--- config.mk ---
export PLATFORM = sky130hd
export DESIGN_NAME = sync_detect_flat
export DESIGN_NICKNAME = d
export VERILOG_FILES = /design/src/rtl/sync_detect_if.sv /design/src/rtl/sync_detect.sv /design/src/flat_wrapper.sv
export SDC_FILE = /design/constraint.sdc
export NUM_CORES = 1
export LEC_CHECK = 0
export ABC_CLOCK_PERIOD_IN_PS = 11100
export CAP_MARGIN = 20
export CORE_ASPECT_RATIO = 1.4
export CORE_UTILIZATION = 60
export CTS_BUF_LIST = sky130_fd_sc_hd__clkbuf_4 sky130_fd_sc_hd__clkbuf_8
export CTS_CLUSTER_DIAMETER = 200
export DETAILED_ROUTE_END_ITERATION = 16
export PLACE_DENSITY = 0.95
export SLEW_MARGIN = 25
export SYNTH_ARGS = -nofsm -noshare
export SYNTH_HDL_FRONTEND = slang
export SYNTH_SLANG_ARGS = --single-unit
--- constraint.sdc ---
create_clock -name clk -period 11.1 [get_ports clk]
set_clock_uncertainty 0.05 [all_clocks]
set_input_delay 2.775 -clock clk [delete_from_list [all_inputs] [get_ports clk]]
set_output_delay 2.775 -clock clk [all_outputs]
set_load 0.01 [all_outputs]
--- src/rtl/sync_detect_if.sv ---
// Sync-detector signal bundle: raw sync inputs plus measured timing and status.
interface sync_detect_if;
  logic        hsync_in;
  logic        vsync_in;
  logic [15:0] hcount;
  logic [15:0] vcount;
  logic [15:0] h_total;
  logic [15:0] h_width;
  logic [15:0] v_total;
  logic [15:0] v_width;
  logic        line_start;
  logic        frame_start;
  logic        locked;

  modport master (
    output hsync_in, vsync_in,
    input  hcount, vcount, h_total, h_width, v_total, v_width,
    input  line_start, frame_start, locked
  );

  modport slave (
    input  hsync_in, vsync_in,
    output hcount, vcount, h_total, h_width, v_total, v_width,
    output line_start, frame_start, locked
  );
endinterface

--- src/rtl/sync_detect.sv ---
// Video sync detector: measures line/frame geometry from asynchronous hsync/vsync and
// reports lock once the geometry has repeated for LOCK_FRAMES frames.
module sync_detect #(
  parameter int unsigned LOCK_FRAMES = 2,
  parameter logic [15:0] H_TIMEOUT   = 16'hFFFF
) (
  input logic          clk,
  input logic          rst,
  sync_detect_if.slave bus
);

  typedef enum logic [1:0] {StSearch, StVerify, StLocked} state_e;

  localparam logic [2:0]  LockCnt = 3'(LOCK_FRAMES);
  localparam logic [15:0] CntMax  = 16'hFFFF;

  logic        hs_meta_q, hs_s_q, hs_d_q;
  logic        vs_meta_q, vs_s_q, vs_d_q;
  logic        hs_rise, hs_fall, vs_rise, vs_fall;
  logic [15:0] hcount_q, hcount_d, vcount_q, vcount_d;
  logic [15:0] h_total_q, h_total_d, h_width_q, h_width_d;
  logic [15:0] v_total_q, v_total_d, v_width_q, v_width_d;
  logic        h_valid_q, h_valid_d, v_valid_q, v_valid_d;
  logic        h_err_q, h_err_d, h_err_now, h_line_err;
  logic        line_start_q, frame_start_q;
  logic        timeout, h_upd, v_upd, eval;
  logic [15:0] hcount_inc, v_meas;
  logic [63:0] cur_meas, snap_q, snap_d;
  logic        snap_valid_q, snap_valid_d;
  logic [2:0]  match_cnt_q, match_cnt_d;
  state_e      state_q, state_d;

  always_ff @(posedge clk or posedge rst) begin
    if (rst) begin
      hs_meta_q <= 1'b0;
      hs_s_q    <= 1'b0;
      hs_d_q    <= 1'b0;
      vs_meta_q <= 1'b0;
      vs_s_q    <= 1'b0;
      vs_d_q    <= 1'b0;
    end else begin
      hs_meta_q <= bus.hsync_in;
      hs_s_q    <= hs_meta_q;
      hs_d_q    <= hs_s_q;
      vs_meta_q <= bus.vsync_in;
      vs_s_q    <= vs_meta_q;
      vs_d_q    <= vs_s_q;
    end
  end

  assign hs_rise = hs_s_q & ~hs_d_q;
  assign hs_fall = ~hs_s_q & hs_d_q;
  assign vs_rise = vs_s_q & ~vs_d_q;
  assign vs_fall = ~vs_s_q & vs_d_q;

  assign timeout    = (hcount_q == H_TIMEOUT);
  assign hcount_inc = hcount_q + 16'd1;
  // Measurements are suppressed on the timeout cycle so hcount+1 can never wrap.
  assign h_upd      = h_valid_q & ~timeout;
  assign v_upd      = v_valid_q & ~timeout;
  assign h_line_err = hs_rise & h_upd & (hcount_inc != h_total_q);
  assign h_err_now  = h_err_q | h_line_err;
  // Line count including a line starting on this very cycle.
  assign v_meas     = (hs_rise && vcount_q != CntMax) ? vcount_q + 16'd1 : vcount_q;
  assign eval       = vs_rise & v_upd;
  assign cur_meas   = {h_total_q, h_width_q, v_meas, v_width_q};

  always_comb begin
    hcount_d  = hcount_q;
    vcount_d  = v_meas;
    h_total_d = h_total_q;
    h_width_d = h_width_q;
    v_total_d = v_total_q;
    v_width_d = v_width_q;
    h_valid_d = h_valid_q;
    v_valid_d = v_valid_q;
    h_err_d   = h_err_now;

    if (hs_rise) begin
      hcount_d  = 16'd0;
      h_valid_d = 1'b1;
      if (h_upd) h_total_d = hcount_inc;
    end else begin
      if (!timeout) hcount_d = hcount_inc;
      if (timeout) h_valid_d = 1'b0;
    end
    if (hs_fall && h_upd) h_width_d = hcount_inc;

    if (vs_rise) begin
      vcount_d  = 16'd0;
      v_valid_d = 1'b1;
      h_err_d   = 1'b0;
      if (v_upd) v_total_d = v_meas;
    end
    if (vs_fall && v_upd) v_width_d = v_meas;

    if (timeout) begin
      v_valid_d = 1'b0;
      h_err_d   = 1'b0;
    end
  end

  always_ff @(posedge clk or posedge rst) begin
    if (rst) begin
      hcount_q      <= 16'd0;
      vcount_q      <= 16'd0;
      h_total_q     <= 16'd0;
      h_width_q     <= 16'd0;
      v_total_q     <= 16'd0;
      v_width_q     <= 16'd0;
      h_valid_q     <= 1'b0;
      v_valid_q     <= 1'b0;
      h_err_q       <= 1'b0;
      line_start_q  <= 1'b0;
      frame_start_q <= 1'b0;
    end else begin
      hcount_q      <= hcount_d;
      vcount_q      <= vcount_d;
      h_total_q     <= h_total_d;
      h_width_q     <= h_width_d;
      v_total_q     <= v_total_d;
      v_width_q     <= v_width_d;
      h_valid_q     <= h_valid_d;
      v_valid_q     <= v_valid_d;
      h_err_q       <= h_err_d;
      line_start_q  <= hs_rise;
      frame_start_q <= vs_rise;
    end
  end

  // Lock FSM: one evaluation per frame, against the geometry snapshot of the previous one.
  always_comb begin
    state_d      = state_q;
    snap_d       = snap_q;
    snap_valid_d = snap_valid_q;
    match_cnt_d  = match_cnt_q;

    if (timeout) begin
      state_d      = StSearch;
      snap_valid_d = 1'b0;
      match_cnt_d  = 3'd0;
    end else if (eval) begin
      if (snap_valid_q && (cur_meas == snap_q) && !h_err_now) begin
        match_cnt_d = (match_cnt_q == LockCnt) ? LockCnt : match_cnt_q + 3'd1;
        state_d     = (match_cnt_d == LockCnt) ? StLocked : StVerify;
      end else begin
        snap_d       = cur_meas;
        snap_valid_d = 1'b1;
        match_cnt_d  = 3'd0;
        state_d      = StVerify;
      end
    end
  end

  always_ff @(posedge clk or posedge rst) begin
    if (rst) begin
      state_q      <= StSearch;
      snap_q       <= 64'd0;
      snap_valid_q <= 1'b0;
      match_cnt_q  <= 3'd0;
    end else begin
      state_q      <= state_d;
      snap_q       <= snap_d;
      snap_valid_q <= snap_valid_d;
      match_cnt_q  <= match_cnt_d;
    end
  end

  assign bus.hcount      = hcount_q;
  assign bus.vcount      = vcount_q;
  assign bus.h_total     = h_total_q;
  assign bus.h_width     = h_width_q;
  assign bus.v_total     = v_total_q;
  assign bus.v_width     = v_width_q;
  assign bus.line_start  = line_start_q;
  assign bus.frame_start = frame_start_q;
  assign bus.locked      = (state_q == StLocked);

endmodule

--- src/flat_wrapper.sv ---
// flat-port wrapper written by rule: the top's interface ports become plain ports
module sync_detect_flat 
#(
  parameter int unsigned LOCK_FRAMES = 2,
  parameter logic [15:0] H_TIMEOUT   = 16'hFFFF
)
  (clk, rst, bus_hsync_in, bus_vsync_in, bus_hcount, bus_vcount, bus_h_total, bus_h_width, bus_v_total, bus_v_width, bus_line_start, bus_frame_start, bus_locked);
  sync_detect_if bus_i ();
  input logic clk;
  input logic rst;
  input wire logic [$bits(bus_i.hsync_in)-1:0] bus_hsync_in;
  input wire logic [$bits(bus_i.vsync_in)-1:0] bus_vsync_in;
  output wire logic [$bits(bus_i.hcount)-1:0] bus_hcount;
  output wire logic [$bits(bus_i.vcount)-1:0] bus_vcount;
  output wire logic [$bits(bus_i.h_total)-1:0] bus_h_total;
  output wire logic [$bits(bus_i.h_width)-1:0] bus_h_width;
  output wire logic [$bits(bus_i.v_total)-1:0] bus_v_total;
  output wire logic [$bits(bus_i.v_width)-1:0] bus_v_width;
  output wire logic [$bits(bus_i.line_start)-1:0] bus_line_start;
  output wire logic [$bits(bus_i.frame_start)-1:0] bus_frame_start;
  output wire logic [$bits(bus_i.locked)-1:0] bus_locked;
  assign bus_i.hsync_in = bus_hsync_in;
  assign bus_i.vsync_in = bus_vsync_in;
  assign bus_hcount = bus_i.hcount;
  assign bus_vcount = bus_i.vcount;
  assign bus_h_total = bus_i.h_total;
  assign bus_h_width = bus_i.h_width;
  assign bus_v_total = bus_i.v_total;
  assign bus_v_width = bus_i.v_width;
  assign bus_line_start = bus_i.line_start;
  assign bus_frame_start = bus_i.frame_start;
  assign bus_locked = bus_i.locked;
  sync_detect #(.LOCK_FRAMES(LOCK_FRAMES), .H_TIMEOUT(H_TIMEOUT)) u_core (.clk(clk), .rst(rst), .bus(bus_i));
endmodule
==> impl_metrics.py <==
metrics = {
    "status": {
        "outcome": "finished clean",
    },
    "clock_network": {
        "cts-resized-gates": 0,
        "tritoncts.num_buffers": 17,
        "post_cts_setup_buffers": 0,
        "total_number_of_clock_tree_sinks": 177,
        "cts_root_buffer": "sky130_fd_sc_hd__clkbuf_8",
        "worst_skew_pair_latency_ns": 0.46,
        "h-tree-depth": 4,
        "tritoncts": "yes",
        "clk_pin_slew_ns": 0.09,
        "cts_buffer_depth": 2,
        "hold_buffers": 0,
    },
    "critical_path": {
        "crit_start": "u_core.hs_d_q$_DFF_PP0_",
        "worst_setup_path_start_kind": "register",
        "timing.reg2reg.worst_path_depth": 12,
        "worst-endpoint-required_ns": 11.39,
        "r2r-start": "u_core.hs_d_q$_DFF_PP0_",
        "endpoint": "u_core.snap_q[56]$_DFFE_PP0P_",
        "cp_top_family": "simple AND/OR/NAND/NOR gates",
        "timing.critical_path.cells": "nand2b_1, inv_2, nand3_1, nor4_1, o32ai_1, a211oi_1, o2111ai_1, nor4_4, buf_4, nor2_4, buf_4, mux2_1",
        "cp_max_fo": 52,
        "end_kind": "register",
        "r2r_setup_slack_ns": 6.45,
        "regToRegEndpoint": "u_core.snap_q[56]$_DFFE_PP0P_",
        "data_arrival_time_of_the_worst_path_ns": 4.94,
        "timing.critical_path.slowest_cell_delay_ns": 0.79,
        "cp_num_cells": 12,
        "worst-setup-path-type": "reg2reg",
        "critical_path.slowest_cell": "sky130_fd_sc_hd__nor4_1",
        "dominant_cell_type_by_count_on_the_critical_path": "sky130_fd_sc_hd__buf_4",
        "worst-path-buf-inv": 3,
    },
    "finish": {
        "num-nets-final": 884,
        "area_growth_pct": 19.1,
        "layout-drive-gt1-share": 0.0675,
        "fin_cells": 1071,
        "register_area_um2": 4430,
        "n_antenna_cell": 0,
        "layout.cell_area.non_filler_um2": 10000,
        "fillers": 921,
        "multiInputGateArea_um2": 3740,
    },
    "logic_synthesis": {
        "yosys-top-cells-area": "sky130_fd_sc_hd__dfrtp_1 53%, sky130_fd_sc_hd__xnor2_1 6.8%, sky130_fd_sc_hd__mux2_1 5.9%, sky130_fd_sc_hd__o21ai_0 5.0%, sky130_fd_sc_hd__nand2_1 4.1%",
        "synth.yosys.seq_area_share": 0.527,
        "synth.ff_latch_count": 177,
        "synth_top_flop_cell": "sky130_fd_sc_hd__dfrtp_1",
        "async_reset_ff_frac": 1.00,
        "postSynthAreaPerCell_um2": 10.7,
        "synth-edff-count": 0,
        "postSynthCellCount": 787,
        "synth.top_cell.area_share": 0.527,
        "mappedNetlistArea_um2": 8400,
        "synth_cell_types": 66,
        "yosys_warnings": 0,
        "post-synth-top-area-cell": "sky130_fd_sc_hd__dfrtp_1",
        "mappedNetlistNets": 795,
    },
    "sta": {
        "grt_setup_unrepaired": "no",
        "timing.final.setup_violations": 0,
        "final_critical_delay_including_setup_and_external_delays_ns": 4.65,
        "hold_ws_ns": 0.304,
        "report.final.hold_viol_count": 0,
        "max_freq_mhz": 215,
        "max_slew.worst_pin.slew_ns": 0.910,
        "final_count_of_pins_violating_max_slew": 0,
        "final.setup.tns_ns": 0,
        "min_period_over_period": 0.419,
        "slew-limit-headroom": 0.388,
    },
    "power": {
        "peakVddDrop_mv": 0.105,
        "power_per_cell_area_nw_per_um2": 151,
        "total_leakage_power_nw": 4.27,
        "power_mw": 1.51,
    },
    "routing": {
        "drc_errors": 0,
        "routed_via_density": 6.13,
        "initialDrtViolationCount": 400,
        "number_of_search_and_repair_iterations_in_the_first_detailed_routing_pass": 5,
        "routed_wire_length_per_instance_um": 19.5,
        "detailroute.via_count": 6565,
        "totalWireLength_um": 20900,
        "antenna_left": 0,
    },
    "global_routing": {
        "maximum_number_of_pins_on_one_net_before_global_route_repair": 114,
        "first_pass_grt_wire_length_um": 33700,
        "grt_pass1_vias": 6594,
        "overflow": 0,
        "grt_util_all_layers": 0.309,
        "antenna_violations_before_repair": 0,
    },
    "placed_design": {
        "buffer_ports.inserted": 102,
        "placed_cells": 1038,
        "gpl.final_weighted_congestion": 1.01,
        "place_hpwl_um": 14800,
        "placement.cell_area_um2": 9550,
    },
    "floorplan": {
        "die_height_um": 142,
        "placement_rows": 50,
        "core_um2": 13500,
        "die_width_um": 102,
        "initial_utilization": 0.622,
        "die_area_um2": 14500,
        "ios": 103,
    },
    "job": {
        "max_cap_viol_count": 0,
    },
    "min_path": {
        "hold_class": "reg2reg",
        "min_delay_path_depth": 0,
    },
}
area by class of cell:
type / count / share of cell area
inverters: 21 / 0.00863
clock inverters: 13 / 0.0171
repair buffers: 110 / 0.108
flip-flops and latches: 177 / 0.443
clock buffers: 19 / 0.0261
well taps: 182 / 0.0228
multi-input cells: 549 / 0.374
metal layers:
layer  global-route usage  up-vias  routed length [µm]
met1                0.368     3248                7920
met2                0.516      281               10700
li1                     -     2960                   -
met5                    0        -                   0
met4                0.176        0                1130
met3               0.0614       76                1210
power breakdown:
| part | leakage (nW) | internal, mW | switching [mW] |
|---|---|---|---|
| combinational | 1.66 | 0.130 | 0.148 |
| clock | 0.220 | 0.239 | 0.240 |
| sequential | 2.39 | 0.692 | 0.0596 |
| total | 4.27 | 1.06 | 0.448 |
cell usage after synthesis, types with 5 or more instances:
library cell and n:
sky130_fd_sc_hd__buf_2 9, sky130_fd_sc_hd__a21oi_1 21, sky130_fd_sc_hd__nand3_1 18, sky130_fd_sc_hd__or3_1 6, sky130_fd_sc_hd__nor2_1 34, sky130_fd_sc_hd__nor2b_1 8
sky130_fd_sc_hd__o21ai_0 84, sky130_fd_sc_hd__a211oi_1 5, sky130_fd_sc_hd__mux2i_1 9, sky130_fd_sc_hd__o21a_1 5, sky130_fd_sc_hd__xor2_1 23, sky130_fd_sc_hd__and3_1 5
sky130_fd_sc_hd__clkbuf_1 26, sky130_fd_sc_hd__nand2b_1 5, sky130_fd_sc_hd__and4_1 5, sky130_fd_sc_hd__nor3_1 8, sky130_fd_sc_hd__nor4_1 11, sky130_fd_sc_hd__mux2_1 44
sky130_fd_sc_hd__nand2_1 91, sky130_fd_sc_hd__dfrtp_1 177, sky130_fd_sc_hd__nand4_1 22, sky130_fd_sc_hd__o31ai_1 11, sky130_fd_sc_hd__xnor2_1 65, sky130_fd_sc_hd__inv_1 20
per-stage QoR:
| stage | worst slack (ns) | util |
|---|---|---|
| 5_1_grt | 6.15 | 0.740 |
| 3_3_place_gp | 6.20 | 0.707 |
| 6_report | 6.45 | 0.740 |
| 3_5_place_dp | 6.17 | 0.707 |
| 4_1_cts | 6.51 | 0.739 |
| 2_1_floorplan | 3.47 | - |
registers in the layout (all words and copies together), names as in the netlist:
register	flops
u_core.bus.line_start	1
u_core.vs_meta_q	1
u_core.hs_d_q	1
u_core.v_valid_q	1
u_core.hs_s_q	1
u_core.snap_valid_q	1
u_core.match_cnt_q	3
u_core.bus.v_width	16
u_core.bus.h_total	16
u_core.bus.h_width	16
u_core.hs_meta_q	1
u_core.bus.frame_start	1
u_core.bus.vcount	16
u_core.h_err_q	1
u_core.bus.v_total	16
u_core.h_valid_q	1
u_core.snap_q	64
u_core.vs_d_q	1
u_core.vs_s_q	1
u_core.state_q	2
u_core.bus.hcount	16
how the worst min path moves through the flow:
stage | start | to
global route | u_core.vs_meta_q$_DFF_PP0_ | u_core.vs_s_q$_DFF_PP0_
finish | u_core.vs_meta_q$_DFF_PP0_ | u_core.vs_s_q$_DFF_PP0_
floorplan | u_core.hs_meta_q$_DFF_PP0_ | u_core.hs_s_q$_DFF_PP0_
CTS | u_core.vs_meta_q$_DFF_PP0_ | u_core.vs_s_q$_DFF_PP0_
detailed placement | u_core.vs_meta_q$_DFF_PP0_ | u_core.vs_s_q$_DFF_PP0_
global placement | u_core.vs_meta_q$_DFF_PP0_ | u_core.vs_s_q$_DFF_PP0_
layout by cell type (no fill, tap or decap), types with 4 or more instances in the layout:
cell	n
sky130_fd_sc_hd__or3_1	6
sky130_fd_sc_hd__nand2_1	91
sky130_fd_sc_hd__nor3_1	8
sky130_fd_sc_hd__xor2_1	23
sky130_fd_sc_hd__o2111ai_1	4
sky130_fd_sc_hd__a31oi_1	4
sky130_fd_sc_hd__nor2_1	34
sky130_fd_sc_hd__and4_1	5
sky130_fd_sc_hd__o31ai_1	11
sky130_fd_sc_hd__a21oi_1	21
sky130_fd_sc_hd__mux2i_1	9
sky130_fd_sc_hd__and3_1	5
sky130_fd_sc_hd__nor2b_1	8
sky130_fd_sc_hd__a2111oi_0	4
sky130_fd_sc_hd__a211oi_1	5
sky130_fd_sc_hd__mux2_2	4
sky130_fd_sc_hd__nor4_1	11
sky130_fd_sc_hd__o21ai_0	84
sky130_fd_sc_hd__nand2b_1	5
sky130_fd_sc_hd__buf_4	7
sky130_fd_sc_hd__inv_1	19
sky130_fd_sc_hd__inv_6	5
sky130_fd_sc_hd__clkbuf_8	19
sky130_fd_sc_hd__mux2_1	44
sky130_fd_sc_hd__o21a_1	5
sky130_fd_sc_hd__clkdlybuf4s50_1	102
sky130_fd_sc_hd__nand4_1	22
sky130_fd_sc_hd__xnor2_1	65
sky130_fd_sc_hd__ha_1	4
sky130_fd_sc_hd__nand3_1	16
sky130_fd_sc_hd__dfrtp_1	177
logic make-up (layout without fill, tap and decap cells):
| group | after synthesis | in the layout | synth area share |
|---|---|---|---|
| fa+ha+maj | 4 | 4 | 0.00596 |
| simple gates | 235 | 235 | 0.146 |
| flops | 177 | 177 | 0.527 |
| compound gates | 164 | 164 | 0.122 |
| mux | 57 | 57 | 0.0751 |
| xor+xnor | 89 | 89 | 0.0944 |
| buf+inv | 61 | 163 | 0.0292 |
Power figures use the tool's default switching activity.
